### config.mk
export PLATFORM = sky130hd
export DESIGN_NAME = mem_arbiter
export DESIGN_NICKNAME = d
export VERILOG_FILES = /design/src/rtl/mem_arb_pkg.sv /design/src/rtl/mem_arb_resp.sv /design/src/rtl/mem_arbiter.sv
export SDC_FILE = /design/constraint.sdc
export NUM_CORES = 1
export LEC_CHECK = 0
export ABC_AREA = 1
export BUFFER_PORTS_ARGS = -buffer_cell sky130_fd_sc_hd__buf_4
export CORE_AREA = 2 2 96 98
export DETAILED_ROUTE_END_ITERATION = 6
export DIE_AREA = 0 0 98 100
export PLACE_DENSITY = 0.51
export SLEW_MARGIN = 0
export SYNTH_ARGS = -nofsm -noshare
export SYNTH_HDL_FRONTEND = slang
export SYNTH_HIERARCHICAL = 1
export SYNTH_SLANG_ARGS = --single-unit
### constraint.sdc
create_clock -name clk -period 6.02 [get_ports clk]
set_clock_uncertainty 0.1 [all_clocks]
set_input_delay 1.806 -clock clk [delete_from_list [all_inputs] [get_ports clk]]
set_output_delay 1.806 -clock clk [all_outputs]
set_load 0.005 [all_outputs]
### src/rtl/mem_arb_pkg.sv
// mem_arb_pkg: shared types, default sizes and the access legality check for mem_arbiter.
package mem_arb_pkg;
  typedef enum logic [1:0] {OWN_NONE, OWN_IF, OWN_D} owner_t;
  localparam int ADDR_W_DEF = 9;
  localparam int STARVE_MAX_DEF = 4;
  function automatic logic addr_legal(input logic [31:0] addr, input int aw);
    return (addr[1:0] == 2'b00) && ((addr >> aw) == 32'd0);
  endfunction
endpackage

### src/rtl/mem_arb_resp.sv
// mem_arb_resp: remembers who owns the in-flight access and steers the next-cycle response to it.
module mem_arb_resp
  import mem_arb_pkg::*;
(
  input  logic        clk,
  input  logic        rst_n,
  input  logic        if_gnt_i,
  input  logic        d_gnt_i,
  input  logic        err_i,
  input  logic        store_i,
  input  logic [31:0] mem_rdata_i,
  output logic        if_rvalid_o,
  output logic [31:0] if_rdata_o,
  output logic        if_err_o,
  output logic        d_rvalid_o,
  output logic [31:0] d_rdata_o,
  output logic        d_err_o
);
  owner_t owner_q, owner_d;
  logic   err_q, err_d;
  logic   store_q, store_d;
  always_comb begin
    owner_d = d_gnt_i ? OWN_D : if_gnt_i ? OWN_IF : OWN_NONE;
    err_d   = (d_gnt_i || if_gnt_i) && err_i;
    store_d = d_gnt_i && store_i;
  end
  always_ff @(posedge clk or negedge rst_n) begin
    if (!rst_n) begin
      owner_q <= OWN_NONE;
      err_q   <= 1'b0;
      store_q <= 1'b0;
    end else begin
      owner_q <= owner_d;
      err_q   <= err_d;
      store_q <= store_d;
    end
  end
  // Errors and store acks carry zero data; only good reads expose mem_rdata.
  always_comb begin
    if_rvalid_o = owner_q == OWN_IF;
    if_err_o    = if_rvalid_o && err_q;
    if_rdata_o  = (if_rvalid_o && !err_q) ? mem_rdata_i : 32'd0;
    d_rvalid_o  = owner_q == OWN_D;
    d_err_o     = d_rvalid_o && err_q;
    d_rdata_o   = (d_rvalid_o && !err_q && !store_q) ? mem_rdata_i : 32'd0;
  end
endmodule

### src/rtl/mem_arbiter.sv
// mem_arbiter: fetch/data arbiter for one single-port word memory with alignment and range checks.
// Define MEM_ARB_STARVE_GUARD_EN to let fetch through after STARVE_MAX back-to-back data grants.
module mem_arbiter
  import mem_arb_pkg::*;
#(
  parameter int ADDR_W     = ADDR_W_DEF,
  parameter int STARVE_MAX = STARVE_MAX_DEF
) (
  input  logic              clk,
  input  logic              rst_n,
  input  logic              if_req,
  input  logic [31:0]       if_addr,
  output logic              if_gnt,
  output logic              if_rvalid,
  output logic [31:0]       if_rdata,
  output logic              if_err,
  input  logic              d_req,
  input  logic              d_we,
  input  logic [3:0]        d_be,
  input  logic [31:0]       d_addr,
  input  logic [31:0]       d_wdata,
  output logic              d_gnt,
  output logic              d_rvalid,
  output logic [31:0]       d_rdata,
  output logic              d_err,
  output logic              mem_en,
  output logic              mem_we,
  output logic [3:0]        mem_be,
  output logic [ADDR_W-3:0] mem_addr,
  output logic [31:0]       mem_wdata,
  input  logic [31:0]       mem_rdata
);
  logic        force_if;
  logic [31:0] addr;
  logic        legal;
`ifdef MEM_ARB_STARVE_GUARD_EN
  localparam int CW = $clog2(STARVE_MAX + 1);
  logic [CW-1:0] starve_q, starve_d;
  assign force_if = if_req && d_req && (starve_q == CW'(STARVE_MAX));
  assign starve_d = (if_gnt || !if_req) ? '0 : d_gnt ? starve_q + 1'b1 : starve_q;
  always_ff @(posedge clk or negedge rst_n) begin
    if (!rst_n) starve_q <= '0;
    else        starve_q <= starve_d;
  end
`else
  assign force_if = 1'b0;
`endif
  // Grants are held low during reset so nothing reaches the memory.
  always_comb begin
    d_gnt     = rst_n && d_req && !force_if;
    if_gnt    = rst_n && if_req && !d_gnt;
    addr      = d_gnt ? d_addr : if_addr;
    legal     = addr_legal(addr, ADDR_W);
    mem_en    = (d_gnt || if_gnt) && legal;
    mem_we    = mem_en && d_gnt && d_we;
    mem_be    = !mem_en ? 4'h0 : d_gnt ? d_be : 4'hF;
    mem_addr  = mem_en ? addr[ADDR_W-1:2] : '0;
    mem_wdata = (mem_en && d_gnt) ? d_wdata : 32'd0;
  end
  mem_arb_resp u_resp (
    .clk         (clk),
    .rst_n       (rst_n),
    .if_gnt_i    (if_gnt),
    .d_gnt_i     (d_gnt),
    .err_i       (!legal),
    .store_i     (d_we),
    .mem_rdata_i (mem_rdata),
    .if_rvalid_o (if_rvalid),
    .if_rdata_o  (if_rdata),
    .if_err_o    (if_err),
    .d_rvalid_o  (d_rvalid),
    .d_rdata_o   (d_rdata),
    .d_err_o     (d_err)
  );
endmodule

==> summary.md <==
| Metric | Value |
|---|---|
| Status | completed |
| Routed WL | 7140 um |
| Tot GR Track Use | 13.1% |
| Final Max Tran Viols | 0 |
| Area leader, netlist | nor2_1 |
| WP data required | 4110 ps |
| Antenna violations before repair | 0 |
| Cell Rows | 35 |
| Via density | 3.84 |
| Critical Path Max Stage Delay | 570 ps |
| Layout cells sized above 1 | 55.7% |
| Clock root cell | clkbuf_8 |
| Post-synthesis register bit count | 4 |
| Most common cell on crit path | nand2_1 |
| Vias in the first global route | 2383 |
| CTS resizes | 0 |
| Ant diodes | 0 |
| Leak | 2.23 nW |
| Crit path buffers/inverters | 2 |
| Via count | 2496 |
| Worst-Margin Slew | 698 ps |
| Design Power | 0.216 mW |
| # hold bufs at CTS | 0 |
| Synth top area cells | nor2_1, inv_1, nor2_2 |
| Largest net degree at the start of global routing | 34 |
| Initial Utilization | 16.2% |
| Grt total ovfl | 0 |
| Die Area | 9800 sq um |
| Synth cell types | 22 |
| Ys async rst share | 100% |
| WS Path Type | primary input to output port |
| Die width | 98 um |
| IO buf count | 251 |
| Fin. Hold Viols | 0 |
| Area Overhead vs Synth | 136% |
| Mapped cell area | 1440 sq um |
| Number of setup buffers added after CTS | 0 |
| GRT met1 Usage | 13.0% |
| Routing usage on met3 | 4.04% |
| Final TNS setup | 0 ps |
| Max-Cap Viols | 0 |
| Setup violators final | 0 |
| Chip height | 100 um |
| Core Box Area | 8890 sq um |
| CP endpoint kind | output port |
| HPWL Detailed | 6380 um |
| TritonCTS clock tree | done |
| Routability congestion estimate | 0.748 |
| Hold Path Class | primary input to asynchronous set/reset pin |
| Num CTS Buffers | 3 |
| Synth Net Count | 432 |
| CTS H-tree depth | 1 |
| Max Fanout on Critical Path | 33 |
| Top FF cell, synth | dfrtp_1 |
| ANT nets after route | 0 |
| Initial DRC count | 32 |
| Cells along the critical path | buf_4 -> nand2_4 -> nand2_1 -> nor2_1 -> nand2_1 -> nand2_1 -> nand4_4 -> nor2_2 -> buf_4 |
| Sink Count | 4 |
| Final period util | 90.9% |
| TritonRoute pass-1 iters | 5 |
| P per Cell Area | 63.7 nW/um^2 |
| Min Tclk post-route | 5470 ps |
| Slowest-stage cell, CP | nand4_4 |
| Peak VDD IR | 0.0391 mV |
| Hold WS | 1300 ps |
| Busiest grt layer | met2 |
| Syn Area/Cell | 4.87 sq um |
| First-pass GRT wire length | 10600 um |
| Routed wire length per instance | 11.0 um |
| Unrepaired setup endpoints after global routing | false |
| Post-synth EDFFs | 0 |
| Most frequent cell after synthesis | nor2_1 |
| Worst slew margin | 53.4% |
| Layout Cells excl Fill | 650 |
| Met2 usage | 26.3% |
| Ys Warns | 6 |
| Final Util | 38.2% |
| CP arrival | 3570 ps |
| Achievable clock frequency | 183 MHz |
| Yosys top cell area share | 27.4% |
| Startpoint types | primary input |
| Final nets | 678 |
| # IOs | 252 |
| Seq/Total Area, Yosys | 6.97% |
| DRC viols | 0 |
| Inst Count DP | 647 |
| Syn Inst Count | 295 |
| Synth cell count leaders | nor2_1, inv_1, nand2_1, nor2_2, buf_6 |
| Maximum buffer depth of the clock tree | 2 |
| Clk pin slew, worst setup/hold paths | 30 ps |
| CP delay by family, top | simple AND/OR/NAND/NOR gates |
## layout by cell type, fill, tap and decap left out
cell      count
nor3_1        4
clkbuf_8      3
nor2_1      105
nand2_2       3
or2_1         1
nand2_4       1
and2_0        2
nand3_1       1
nand2_1      39
buf_4       252
nand4_2       1
and2_1        2
nand3b_1      1
o21a_1        1
nand4_4       1
inv_1        78
nor2_4        1
nor2_2       35
inv_2         2
nor3_2        1
dfrtp_1       4
clkinv_1      1
## layer usage
metal  vias to the layer above  share of wire, %
li1                       1294                 -
met5                         -                 0
met2                       151                54
met4                         0               1.0
met3                         8                12
met1                      1043                32
## worst max-delay path by stage
| stage | cells past startpoint | startpoint | endpoint | slack (ps) |
|---|---|---|---|---|
| finish | 9 | rst_n | mem_wdata[28] | 550 |
| global route | 9 | rst_n | mem_wdata[25] | 380 |
| CTS | 9 | rst_n | mem_wdata[28] | 490 |
| detailed placement | 9 | rst_n | mem_wdata[28] | 490 |
| global placement | 9 | rst_n | mem_wdata[28] | 510 |
| floorplan | 7 | if_addr[9] | mem_wdata[11] | 1410 |
## kinds of logic (layout without fill, tap and decap cells)
group	after synthesis	after routing	synth area share, %
AND/OR/NAND/NOR	198	198	63.2
buffers and inverters	92	336	29.3
flip-flops	4	4	6.97
AO/OA/AOI/OAI	1	1	0.523
## registers in the layout, indices dropped and copies added (netlist names)
signal	flops
u_resp/store_q	1
u_resp/err_q	1
u_resp/owner_q	2
## where the power goes
group	switching, mW	leakage (nW)	internal (mW)
Sequential	0.000972	0.0524	0.0284
Combinational	0.0498	2.16	0.0816
Clock	0.0129	0.0216	0.0425
## layout make-up
type	instances	area (sq um)
Fill cell	945	5500
Timing Repair Buffer	252	1890
Multi-Input combinational cell	199	916
Inverter	81	304
Tap cell	111	139
Sequential cell	4	100
Clock buffer	3	41.3
## through the flow
step	cell area [sq um]	setup slack [ps]
6_report	3390	547
5_1_grt	3390	381
4_1_cts	3390	494
3_5_place_dp	3350	494
3_3_place_gp	3350	513
2_1_floorplan	1440	1410
Note: power is estimated with default switching activity, not from simulation.
